### config.mk
export PLATFORM = sky130hd
export DESIGN_NAME = sr_flag_arbiter
export DESIGN_NICKNAME = d
export VERILOG_FILES = /design/src/rtl/sr_flag_pkg.sv /design/src/rtl/sr_rr_arbiter.sv /design/src/rtl/sr_flag_arbiter.sv
export SDC_FILE = /design/constraint.sdc
export NUM_CORES = 1
export LEC_CHECK = 0
export ABC_AREA = 1
export CORE_MARGIN = 4
export CORE_UTILIZATION = 48
export DETAILED_ROUTE_END_ITERATION = 10
export HOLD_SLACK_MARGIN = 0.12
export PLACE_DENSITY = 0.8
export SLEW_MARGIN = 20
export SYNTH_ARGS = -nofsm -noshare
export SYNTH_HDL_FRONTEND = slang
export SYNTH_SLANG_ARGS = --single-unit
### constraint.sdc
create_clock -name clk -period 2.8 [get_ports clk]
set_input_delay 0.56 -clock clk [delete_from_list [all_inputs] [get_ports clk]]
set_output_delay 0.56 -clock clk [all_outputs]
set_load 0.01 [all_outputs]
### src/rtl/sr_flag_pkg.sv
// ============================================================================
// sr_flag_pkg : command and FSM state encodings for sr_flag_arbiter
// Rev 1.0
// ============================================================================
`default_nettype none

package sr_flag_pkg;

  localparam logic [1:0] CMD_HOLD = 2'b00;
  localparam logic [1:0] CMD_RST  = 2'b01;
  localparam logic [1:0] CMD_SET  = 2'b10;
  localparam logic [1:0] CMD_BAD  = 2'b11;

  localparam logic [0:0] ST_IDLE  = 1'b0;
  localparam logic [0:0] ST_EXEC  = 1'b1;

endpackage

`default_nettype wire

### src/rtl/sr_rr_arbiter.sv
// ============================================================================
// sr_rr_arbiter : combinational round-robin select, first request at/after ptr
// Rev 1.0
// ============================================================================
`default_nettype none

module sr_rr_arbiter
  import sr_flag_pkg::*;
#(
  parameter int NREQ = 4,
  parameter int PW   = 2
) (
  input  logic [NREQ-1:0] req,
  input  logic [PW-1:0]   ptr,
  output logic [NREQ-1:0] grant,
  output logic [PW-1:0]   grant_idx
);

  logic          found;
  logic [PW:0]   sum;
  logic [PW-1:0] cand;

  // One extra bit on the sum lets the wrap work for non-power-of-two NREQ.
  always_comb begin
    grant     = '0;
    grant_idx = '0;
    found     = 1'b0;
    sum       = '0;
    cand      = '0;
    for (int i = 0; i < NREQ; i++) begin
      sum = {1'b0, ptr} + (PW+1)'(i);
      if (sum >= (PW+1)'(NREQ)) begin
        sum = sum - (PW+1)'(NREQ);
      end
      cand = sum[PW-1:0];
      if (!found && req[cand]) begin
        found       = 1'b1;
        grant[cand] = 1'b1;
        grant_idx   = cand;
      end
    end
  end

endmodule

`default_nettype wire

### src/rtl/sr_flag_arbiter.sv
// ============================================================================
// sr_flag_arbiter : round-robin access to a bank of SR flag cells
// Optional macro SR_FLAG_TOGGLE_EN: cmd 11 toggles the flag instead of err.
// Rev 1.0
// ============================================================================
`default_nettype none

module sr_flag_arbiter
  import sr_flag_pkg::*;
#(
  parameter int NREQ   = 4,
  parameter int NFLAGS = 8,
  parameter int AW     = 3
) (
  input  logic                 clk,
  input  logic                 rst,
  input  logic [NREQ-1:0]      req,
  input  logic [2*NREQ-1:0]    cmd,
  input  logic [AW*NREQ-1:0]   addr,
  output logic [NREQ-1:0]      gnt,
  output logic [NREQ-1:0]      done,
  output logic [NFLAGS-1:0]    q,
  output logic [NFLAGS-1:0]    qbar,
  output logic                 err,
  output logic                 busy
);

  localparam int PW = (NREQ > 1) ? $clog2(NREQ) : 1;

  logic [0:0]        state, state_nxt;
  logic [PW-1:0]     ptr, win_idx, cur_idx;
  logic [NREQ-1:0]   win_oh, cur_oh;
  logic [1:0]        cur_cmd;
  logic [AW-1:0]     cur_addr;
  logic [NFLAGS-1:0] q_r;
  logic [NREQ-1:0]   done_r;
  logic              err_r;

  sr_rr_arbiter #(
    .NREQ (NREQ),
    .PW   (PW)
  ) u_arb (
    .req       (req),
    .ptr       (ptr),
    .grant     (win_oh),
    .grant_idx (win_idx)
  );

  always_ff @(posedge clk or posedge rst) begin
    if (rst) state <= ST_IDLE;
    else     state <= state_nxt;
  end

  always_comb begin
    state_nxt = state;
    case (state)
      ST_IDLE: if (|req) state_nxt = ST_EXEC;
      ST_EXEC: state_nxt = ST_IDLE;
      default: state_nxt = ST_IDLE;
    endcase
  end

  always_comb begin
    busy = 1'b0;
    gnt  = '0;
    if (state == ST_EXEC) begin
      busy = 1'b1;
      gnt  = cur_oh;
    end
  end

  // cmd/addr are snapshotted at grant; later changes on the inputs are ignored.
  always_ff @(posedge clk or posedge rst) begin
    if (rst) begin
      ptr      <= '0;
      cur_oh   <= '0;
      cur_idx  <= '0;
      cur_cmd  <= CMD_HOLD;
      cur_addr <= '0;
      q_r      <= '0;
      done_r   <= '0;
      err_r    <= 1'b0;
    end else begin
      done_r <= '0;
      err_r  <= 1'b0;
      if (state == ST_IDLE) begin
        if (|req) begin
          cur_oh   <= win_oh;
          cur_idx  <= win_idx;
          cur_cmd  <= cmd[2*win_idx +: 2];
          cur_addr <= addr[AW*win_idx +: AW];
        end
      end else begin
        case (cur_cmd)
          CMD_RST: q_r[cur_addr] <= 1'b0;
          CMD_SET: q_r[cur_addr] <= 1'b1;
          CMD_BAD: begin
`ifdef SR_FLAG_TOGGLE_EN
            q_r[cur_addr] <= ~q_r[cur_addr];
`else
            err_r <= 1'b1;
`endif
          end
          default: ;
        endcase
        done_r <= cur_oh;
        ptr    <= (cur_idx == PW'(NREQ-1)) ? '0 : cur_idx + 1'b1;
      end
    end
  end

  assign q    = q_r;
  assign qbar = ~q_r;
  assign done = done_r;
  assign err  = err_r;

endmodule

`default_nettype wire

==> key figures, run 1 <==
Status
  – Status: complete, no violations

CTS
  – Post-CTS Repair Setup Buffers: 0
  – # resized after CTS: 0
  – Clk slew on worst S/H paths: 0.09 ns
  – TritonCTS clock tree: built
  – Post-CTS Hold Buffers: 0
  – Clk sinks: 27
  – Clk_lat worst skew: 0.26 ns
  – CTS H-Tree Depth: 1
  – Maximum buffer depth of the clock tree: 2
  – Clk Tree Root Cell: clkbuf_8
  – CTS buffer count: 3

Worst setup path
  – CP max-delay cell: dfrtp_1
  – Worst path cell trace: inv_8 > ha_1 > inv_1 > nand3_2 > nand2_4 > inv_2 > nor2_8 > nand2_2 > nand2_2 > nand2_4 > nand2_2 > nand3_1 > nand2_1 > nand2_1 > nand2_1
  – CP max stage delay: 0.66 ns
  – Reg2reg path depth: 15
  – Crit start category: flip-flop
  – Worst Path Required: 3.01 ns
  – FF-to-FF End: cur_addr[0]$_DFFE_PP0P_
  – FF-to-FF setup slack: 0.31 ns
  – CP Class: flip-flop to flip-flop
  – Crit path max fanout: 12
  – Crit end category: flip-flop
  – RR Startpoint: ptr[0]$_DFFE_PP0P_
  – Worst Path Arrival: 2.69 ns

Logic synthesis
  – Register area share after synthesis: 35.9%
  – Synthesized Nets: 284
  – Most common cell in the netlist: nand2_1
  – Ys async rst share: 100%
  – Synth cell types: 28
  – Synth top cells by count: nand2_1, inv_1, nand3_1
  – Syn Inst Count: 250
  – Ys Warns: 0
  – Register bit count reported by yosys: 27
  – Synth area leader: dfrtp_1
  – Syn avg cell area: 7.53 µm²
  – Synth area leaders: dfrtp_1, nand2_1, inv_1, nand3_1, ha_1
  – Number of synthesized flops with an enable pin: 0
  – Top_reg_cell synth: dfrtp_1
  – Cell area after synthesis: 0.00188 mm²
  – Synth top area share: 35.9%

Pwr
  – Pwr dens: 1170 mW/mm²
  – Static Leak: 1.25 nW
  – Worst vdd ir: 0.683 mV

Timing
  – Final Skew: 0.000638 ns
  – RSZ-0062 raised after global routing: false
  – Final period utilization: 88.9%
  – Setup TNS: 0 ns
  – Setup Viol. Count Final: 0
  – Slew Limit Fails: 0
  – Worst-margin pin slew: 0.616 ns
  – Minimum clock period: 2.49 ns
  – Peak Freq: 402 MHz
  – Hold Vio Cnt, Final: 0
  – Slew HR: 58.6%

GRT
  – Vias in the first global route: 1654
  – Grt ovf: 0
  – First-pass GRT wire length: 7.05 mm
  – GRT Util Overall: 16.6%
  – Grt peak-use layer: met2
  – Met2 Use GR: 29.7%
  – GRT met1 Usage: 21.1%
  – Met3 GRT Util: 1.85%
  – Initial antenna violation count: 0
  – Largest net degree at the start of global routing: 28

Routing
  – WL per Instance: 11.1 µm
  – DRC: 0
  – Drt first pass iters: 4
  – Vias/cell: 4.94
  – Routed WL: 3.87 mm
  – Antenna viol nets, final: 0
  – DR vias: 1724
  – Iter 0 DRT Violations: 79

Min path
  – Hold WC Path Type: flip-flop to flip-flop
  – Hold Path End: done[3]$_DFF_PP0_
  – Hold Path Origin: cur_oh[3]$_DFFE_PP0P_
  – Hold Path Stages: 2

Place
  – Post-DP Area: 0.00241 mm²
  – GP Congestion: 0.848
  – Hpwl dp: 3.12 mm
  – IO Port Bufs: 51

Floorplan
  – Die width: 70.6 µm
  – # rows: 22
  – Die outline height: 70.6 µm
  – Initial core utilization: 50.7%
  – Core area: 0.00372 mm²
  – # IOs: 52
  – DIE AREA: 0.00499 mm²

Run
  – Max-cap violations: 0

Layout
  – Post-route cell area: 0.00245 mm²
  – N_diodes: 0
  – Layout cell share with drive strength beyond 1: 11.3%
  – Final nets: 336
  – Final core occ: 66.0%
  – Synth-to-Final Area Change: 30.2%
==> worst max path at each step <==
stage / startpoint / endpoint / slack (ns) / cells past startpoint
after CTS: ptr[0]$_DFFE_PP0P_ / cur_addr[0]$_DFFE_PP0P_ / 0.31 / 15
final: ptr[0]$_DFFE_PP0P_ / cur_addr[0]$_DFFE_PP0P_ / 0.31 / 15
after global placement: req[0] / cur_addr[0]$_DFFE_PP0P_ / 0.37 / 14
after detailed placement: req[3] / cur_addr[0]$_DFFE_PP0P_ / 0.31 / 15
after global routing: ptr[0]$_DFFE_PP0P_ / cur_addr[2]$_DFFE_PP0P_ / 0.08 / 15
after floorplan: ptr[1]$_DFFE_PP0P_ / cur_addr[0]$_DFFE_PP0P_ / 0.72 / 15
==> power by group <==
part | internal (mW) | leakage (nW) | switching, mW | total (mW)
registers | 0.560 | 0.338 | 0.153 | 0.713
clock network | 0.101 | 0.0228 | 0.109 | 0.210
logic | 0.781 | 0.890 | 1.15 | 1.93
total | 1.44 | 1.25 | 1.42 | 2.86
==> kinds of logic after synthesis <==
| group | Yosys count | synth area share (%) |
|---|---|---|
| AO/OA/AOI/OAI | 24 | 7.84 |
| adder cells (fa/ha/maj) | 8 | 5.32 |
| buffers and inverters | 55 | 13.6 |
| flip-flops | 27 | 35.9 |
| AND/OR/NAND/NOR | 136 | 37.3 |
==> routing by layer <==
layer / wire length (µm) / part of all wire (%) / up-vias
li1: - / - / 893
met1: 1710 / 44 / 783
met2: 1920 / 49 / 44
met3: 186 / 4.8 / 4
met4: 53 / 1.4 / 0
met5: 0 / 0 / -
==> critical path: cells and delay by family (launching register included) <==
family / cells / cell delay, ns
AND/OR/NAND/NOR: 11 / 1.09
flip-flops: 1 / 0.66
adder cells (fa/ha/maj): 1 / 0.39
buffers and inverters: 3 / 0.29
==> final cells by class <==
class	instances	area, µm²
clock buffers	4	45.0
fillers	324	1260
inverters	48	188
multi-input cells	168	951
flip-flops and latches	27	676
well taps	48	60.1
repair buffers	54	533
==> stage by stage <==
stage / std cells / setup WS [ns] / power (mW) / hold WS (ns)
finish: 349 / 0.312 / 2.86 / 0.499
floorplan: 250 / 0.725 / 2.24 / 0.477
global route: 349 / 0.0765 / 3.18 / 0.536
CTS: 349 / 0.313 / 2.88 / 0.508
detailed placement: 345 / 0.307 / 2.66 / 0.488
global placement: 345 / 0.371 / 2.60 / 0.465
==> placed cells by master, fill, tap and decap left out <==
cell	instances
nand3_2	3
o21ai_0	8
nand4_1	3
nand2_1	60
a41oi_1	2
nor3_1	2
ha_1	8
nand2_4	6
clkdlybuf4s50_1	51
clkbuf_8	3
a21oi_1	3
inv_2	2
a31oi_1	5
nand2_2	12
clkbuf_1	1
inv_1	45
nor2_8	1
nand3_1	32
a221oi_1	2
nor2_4	1
buf_4	3
o21ai_1	1
a22oi_1	2
nand4_2	1
nand2_8	1
nor2_1	14
dfrtp_1	27
o22ai_1	1
inv_8	1
(Power assumes the default switching activity.)
==> run 2: changes to the inputs <==
- PLACE_DENSITY: 0.8 -> default
- PLACE_DENSITY_LB_ADDON: default -> 0.25
==> run 2 against run 1 <==
Combinational power increased by 3%. Critical path depth unchanged. Sequential power decreased by 2%. Die area unchanged. Register-to-register slack improved by 0.11 ns. Hold slack got worse by 0.0085 ns. Setup slack improved by 0.11 ns. Routed wire length decreased by 0.31%. Flip-flop and latch count unchanged. First-iteration DRC count increased by 6.3%. Non-clock buffer count increased by 1. Final cell count increased by 0.29%. Critical endpoint is now cur_cmd[0]$_DFFE_PP0P_.
==> key figures, run 2 (same netlist as run 1, synthesis figures left out) <==
Floorplan
  – Initial core utilization: 50.7% (unchanged)
  – Core area: 0.00372 mm² (unchanged)
  – # IOs: 52 (unchanged)
  – # rows: 22 (unchanged)
  – DIE AREA: 0.00499 mm² (unchanged)
  – Die width: 70.6 µm (unchanged)
  – Die outline height: 70.6 µm (unchanged)

CTS
  – CTS H-Tree Depth: 1 (unchanged)
  – Post-CTS Repair Setup Buffers: 0 (unchanged)
  – Post-CTS Hold Buffers: 0 (unchanged)
  – Clk sinks: 27 (unchanged)
  – Maximum buffer depth of the clock tree: 2 (unchanged)
  – Clk Tree Root Cell: clkbuf_8
  – CTS buffer count: 3 (unchanged)
  – Clk slew on worst S/H paths: 0.09 ns (about the same)
  – Clk_lat worst skew: 0.27 ns (about the same)
  – # resized after CTS: 0 (unchanged)
  – TritonCTS clock tree: built

Layout
  – N_diodes: 0 (unchanged)
  – Commonest non-fill, non-tap cell in the layout: nand2_1
  – Layout fillers: 330 (+1.9%)
  – Final nets: 337 (+0.30%)
  – Layout cell share with drive strength beyond 1: 11.9% (+0.62 points)
  – Synth-to-Final Area Change: 30.7%
  – Commonest cells after routing, fill and taps aside: nand2_1, clkdlybuf4s50_1, inv_1, nand3_1, dfrtp_1
  – Final std cells w/o fill: 350 (+0.29%)

GRT
  – Initial antenna violation count: 0 (unchanged)
  – GRT Util Overall: 15.9% (-0.71 points)
  – Grt ovf: 0 (unchanged)
  – First-pass GRT wire length: 6.70 mm (-5.0%)
  – Largest net degree at the start of global routing: 28 (unchanged)
  – Vias in the first global route: 1624 (-1.8%)

Timing
  – Peak Freq: 420 MHz (+4.5%)
  – Setup Viol. Count Final: 0 (unchanged)
  – Fin worst setup slack: 0.419 ns (+0.107 ns)
  – Worst-margin pin slew: 0.643 ns (+0.0277 ns)
  – RSZ-0062 raised after global routing: false
  – Final Skew: 0.00318 ns (+0.00254 ns)
  – Hold Vio Cnt, Final: 0 (unchanged)
  – Slew Limit Fails: 0 (unchanged)
  – Final period utilization: 85.0% (-3.8 points)
  – Minimum clock period: 2.38 ns (-0.107 ns)
  – Slew HR: 56.8% (-1.9 points)
  – Setup TNS: 0 ns (unchanged)

Place
  – IO Port Bufs: 51 (unchanged)
  – # placed instances: 346 (+0.29%)
  – Hpwl dp: 3.06 mm (-1.8%)
  – Dpl ws: 0.338 ns (+0.0306 ns)
  – GP Congestion: 0.854 (+0.71%)

Routing
  – WL per Instance: 11.0 µm (-0.59%)
  – Iter 0 DRT Violations: 84 (+6.3%)
  – Vias/cell: 4.84 (-2.0%)
  – DRC: 0 (unchanged)
  – DR vias: 1694 (-1.7%)
  – Drt first pass iters: 4 (unchanged)
  – Antenna viol nets, final: 0 (unchanged)
  – Routed WL: 3.86 mm (-0.31%)

Pwr
  – Pwr dens: 1170 mW/mm² (+0.64%)
  – Static Leak: 1.26 nW (+0.61%)
  – Overall power: 2.89 mW (+1.0%)
  – Worst vdd ir: 0.633 mV (-7.3%)

Run
  – Max-cap violations: 0 (unchanged)

Worst setup path
  – Crit end category: flip-flop
  – CP Class: flip-flop to flip-flop
  – Crit path max fanout: 11 (-1)
  – FF-to-FF setup slack: 0.42 ns (+0.11 ns)
  – Crit start category: flip-flop
  – Worst Path Required: 3.01 ns (about the same)
  – Worst Path Arrival: 2.59 ns (-0.10 ns)

Status
  – Status: complete, no violations

Min path
  – Hold WC Path Type: flip-flop to flip-flop
[run 2: changes by cell type in the layout (fill, tap and decap cells not counted), sizes merged]
cell	previous run	this run
clkinv	0	1
clkbuf	4	3
buf	3	4
[run 2: layer usage]
metal	wire (µm)	global-route usage, %
met1	1730	19.6
met2	1820	28.6
met3	248	2.27
met4	54	5.01
met5	0	0
[run 2: cell type report]
type	instances	area, µm²	share of cell area, %
clock buffer	3	41.3	1.68
clock inverter	1	5.00	0.203
inverter	48	188	7.63
multi-input combinational	168	951	38.6
sequential	27	676	27.5
tap	48	60.1	2.44
timing repair buffer	55	541	22.0
[run 2: worst max-delay path, stage by stage, from the launching register on]
cell,delay (ns)
dfrtp_1,0.45
inv_1,0.26
ha_1,0.35
inv_1,0.11
nand3_2,0.10
nand2_4,0.11
inv_2,0.07
nor2_8,0.13
nand2_2,0.07
nand2_2,0.19
nand2_4,0.16
nand2_1,0.09
nand3_1,0.06
nand2_1,0.08
nand2_1,0.05
nand2_1,0.05
[run 2: per-stage QoR]
stage,instance area [µm²],utilization [%],hold WS (ns)
after floorplan,1880,-,0.477
after global placement,2410,65.0,0.463
after detailed placement,2410,65.0,0.472
after CTS,2460,66.2,0.493
after global routing,2460,66.2,0.519
final,2460,66.2,0.491
[run 2: power breakdown]
part           total [mW]  internal, mW  leakage (nW)  switching, mW
sequential          0.696         0.560         0.338          0.136
clock               0.216        0.0995        0.0255          0.116
combinational        1.98         0.791         0.895           1.18
total                2.89          1.45          1.26           1.44
[run 2: worst paths after layout]
kind | cells past startpoint | startpoint | endpoint
min | 2 | cur_oh[2]$_DFFE_PP0P_ | done[2]$_DFF_PP0_
min reg2reg | 2 | cur_oh[2]$_DFFE_PP0P_ | done[2]$_DFF_PP0_
min in group asynchronous | 3 | rst | asynchronous set/reset pin
max reg2reg | 15 | ptr[1]$_DFFE_PP0P_ | cur_cmd[0]$_DFFE_PP0P_
max in group asynchronous | 3 | rst | done[2]$_DFF_PP0_
max | 15 | ptr[1]$_DFFE_PP0P_ | cur_cmd[0]$_DFFE_PP0P_
==> run 3: changes to the inputs <==
- CORE_MARGIN: 4 -> 2
==> run 3 against run 2 <==
Clock skew is essentially flat. Setup slack lost 0.092 ns. Final cell count is the same. Non-clock buffer count is the same. Global-route usage grew 4.0 points. First-iteration DRC count grew 13%. Register-to-register slack lost 0.09 ns. Clock-buffer cell count is the same. Power grew 0.73%. Clock power grew 3%. Design area grew 0.10%.
==> key figures, run 3 (same netlist as run 1, synthesis figures left out) <==
Pwr
  – Cell Int Power: 1.45 mW (+0.10%)
  – Flop pwr share: 24.2% (about the same)
  – Overall power: 2.91 mW (+0.73%)
  – Static Leak: 1.25 nW (-0.30%)
  – Worst vdd ir: 0.676 mV (+6.8%)
  – Clk pwr share: 7.6% (about the same)
  – Pwr dens: 1180 mW/mm² (+0.63%)
  – Psw: 1.46 mW (+1.4%)
  – Power share of the combinational group: 68.2% (-0.2 points)
  – Sw Ratio: 50.1% (+0.31 points)

GRT
  – First-pass GRT wire length: 6.96 mm (+3.9%)
  – GRT Util Overall: 19.9% (+4.0 points)
  – Vias in the first global route: 1635 (+0.68%)
  – Grt ovf: 0 (unchanged)
  – Initial antenna violation count: 0 (unchanged)
  – Largest net degree at the start of global routing: 28 (unchanged)

Worst setup path
  – RR Startpoint: ptr[1]$_DFFE_PP0P_
  – FF-to-FF setup slack: 0.33 ns (-0.09 ns)
  – Crit end category: flip-flop
  – FF-to-FF End: cur_cmd[0]$_DFFE_PP0P_
  – Crit path max fanout: 11 (unchanged)
  – Most used cell, CP: nand2_1
  – CP Class: flip-flop to flip-flop
  – Crit start category: flip-flop
  – CP max-delay cell: dfrtp_1
  – Worst path cell trace: inv_1 > ha_1 > inv_1 > nand3_2 > nand2_4 > inv_2 > nor2_8 > nand4_2 > nand2_4 > nand2_1 > nand3_1 > nand2_1 > nand2_1 > nand2_1
  – Reg2reg path depth: 14 (-1)
  – Worst Path Required: 2.97 ns (-0.04 ns)
  – CP max stage delay: 0.48 ns (+0.03 ns)
  – Worst Path Arrival: 2.64 ns (+0.05 ns)

Layout
  – Final nets: 337 (unchanged)
  – Commonest cells after routing, fill and taps aside: nand2_1, clkdlybuf4s50_1, inv_1, nand3_1, dfrtp_1
  – N_diodes: 0 (unchanged)
  – Synth-to-Final Area Change: 30.8%
  – Commonest non-fill, non-tap cell in the layout: nand2_1
  – Final std cells w/o fill: 350 (unchanged)
  – Layout fillers: 343 (+3.9%)
  – Layout cell share with drive strength beyond 1: 11.9% (unchanged)

Timing
  – Final period utilization: 88.3% (+3.3 points)
  – Final Skew: 0.00321 ns (+0.0000284 ns)
  – Slew Limit Fails: 0 (unchanged)
  – Worst-margin pin slew: 0.671 ns (+0.0273 ns)
  – Slew HR: 54.9% (-1.8 points)
  – Hold_ws: 0.499 ns (+0.00845 ns)
  – Setup TNS: 0 ns (unchanged)
  – Minimum clock period: 2.47 ns (+0.0921 ns)
  – RSZ-0062 raised after global routing: false
  – Hold Vio Cnt, Final: 0 (unchanged)
  – Peak Freq: 404 MHz (-3.7%)
  – Setup Viol. Count Final: 0 (unchanged)

Floorplan
  – Core area: 0.00372 mm² (unchanged)
  – Initial core utilization: 50.7% (unchanged)
  – Die width: 66.6 µm (-5.7%)
  – # IOs: 52 (unchanged)
  – Die outline height: 66.6 µm (-5.7%)
  – DIE AREA: 0.00444 mm² (-11%)
  – # rows: 22 (unchanged)

CTS
  – Post-CTS Repair Setup Buffers: 0 (unchanged)
  – TritonCTS clock tree: built
  – Clk Tree Root Cell: clkbuf_8
  – Clk slew on worst S/H paths: 0.09 ns (about the same)
  – CTS buffer count: 3 (unchanged)
  – Post-CTS Hold Buffers: 0 (unchanged)
  – # resized after CTS: 0 (unchanged)
  – Maximum buffer depth of the clock tree: 2 (unchanged)
  – CTS H-Tree Depth: 1 (unchanged)
  – Clk sinks: 27 (unchanged)
  – Clk_lat worst skew: 0.27 ns (about the same)

Routing
  – DRC: 0 (unchanged)
  – Vias/cell: 4.97 (+2.8%)
  – Routed WL: 3.94 mm (+2.2%)
  – Drt first pass iters: 4 (unchanged)
  – Iter 0 DRT Violations: 95 (+13%)
  – DR vias: 1741 (+2.8%)
  – Antenna viol nets, final: 0 (unchanged)
  – WL per Instance: 11.3 µm (+2.2%)

Status
  – Status: complete, no violations

Run
  – Max-cap violations: 0 (unchanged)

Min path
  – Hold Path End: done[2]$_DFF_PP0_
  – Hold WC Path Type: flip-flop to flip-flop
  – Hold Path Origin: cur_oh[2]$_DFFE_PP0P_
  – Hold Path Stages: 2 (unchanged)

Place
  – Hpwl dp: 3.14 mm (+2.7%)
  – # placed instances: 346 (unchanged)
  – GP Congestion: 0.974 (+14%)
  – IO Port Bufs: 51 (unchanged)
==> run 3: cell types whose count changed in the layout (fill, tap and decap cells not counted), sizes merged <==
| cell | before | now |
|---|---|---|
| clkinv | 1 | 0 |
| clkinvlp | 0 | 1 |
==> run 3: cell type report <==
class,count,area (µm²),area share (%)
well taps,48,60.1,2.44
clock buffers,3,41.3,1.68
multi-input cells,168,951,38.6
repair buffers,55,541,21.9
inverters,48,188,7.62
flip-flops and latches,27,676,27.4
clock inverters,1,7.51,0.305
==> run 3: power by group through the flow <==
| stage | Combinational [mW] | Sequential (mW) | Clock, mW |
|---|---|---|---|
| after floorplan | 1.54 | 0.693 | 0 |
| after global placement | 1.92 | 0.699 | 0 |
| after detailed placement | 1.98 | 0.712 | 0 |
| after CTS | 1.99 | 0.705 | 0.230 |
| after global routing | 2.24 | 0.726 | 0.245 |
| final | 1.98 | 0.703 | 0.222 |
==> run 3: per-layer routing <==
| layer | up-vias | global-route usage [%] | wire, µm |
|---|---|---|---|
| met3 | 9 | 2.03 | 227 |
| li1 | 897 | - | - |
| met1 | 767 | 25.5 | 1730 |
| met5 | - | 0 | 0 |
| met2 | 68 | 34.0 | 1930 |
| met4 | 0 | 8.16 | 59 |
==> run 3: through the flow <==
| step | setup slack (ns) | instance area, µm² | utilization (%) |
|---|---|---|---|
| 4_1_cts | 0.364 | 2460 | 66.3 |
| 2_1_floorplan | 0.725 | 1880 | - |
| 6_report | 0.327 | 2460 | 66.3 |
| 3_5_place_dp | 0.305 | 2410 | 65.0 |
| 3_3_place_gp | 0.382 | 2410 | 65.0 |
| 5_1_grt | 0.0969 | 2460 | 66.3 |
==> run 3: how the worst max path moves through the flow <==
stage | startpoint | to | cells after the start
detailed placement | req[3] | cur_cmd[0]$_DFFE_PP0P_ | 15
finish | ptr[1]$_DFFE_PP0P_ | cur_cmd[0]$_DFFE_PP0P_ | 14
global route | ptr[1]$_DFFE_PP0P_ | cur_cmd[0]$_DFFE_PP0P_ | 15
CTS | ptr[1]$_DFFE_PP0P_ | cur_cmd[0]$_DFFE_PP0P_ | 15
global placement | req[3] | cur_cmd[0]$_DFFE_PP0P_ | 15
floorplan | ptr[1]$_DFFE_PP0P_ | cur_addr[0]$_DFFE_PP0P_ | 15
==> run 3: worst max-delay path: cells and delay by family, from the launching register on <==
family	cells	cell delay (ns)
AND/OR/NAND/NOR	10	1.09
adder cells (fa/ha/maj)	1	0.36
flip-flops	1	0.48
buffers and inverters	3	0.47
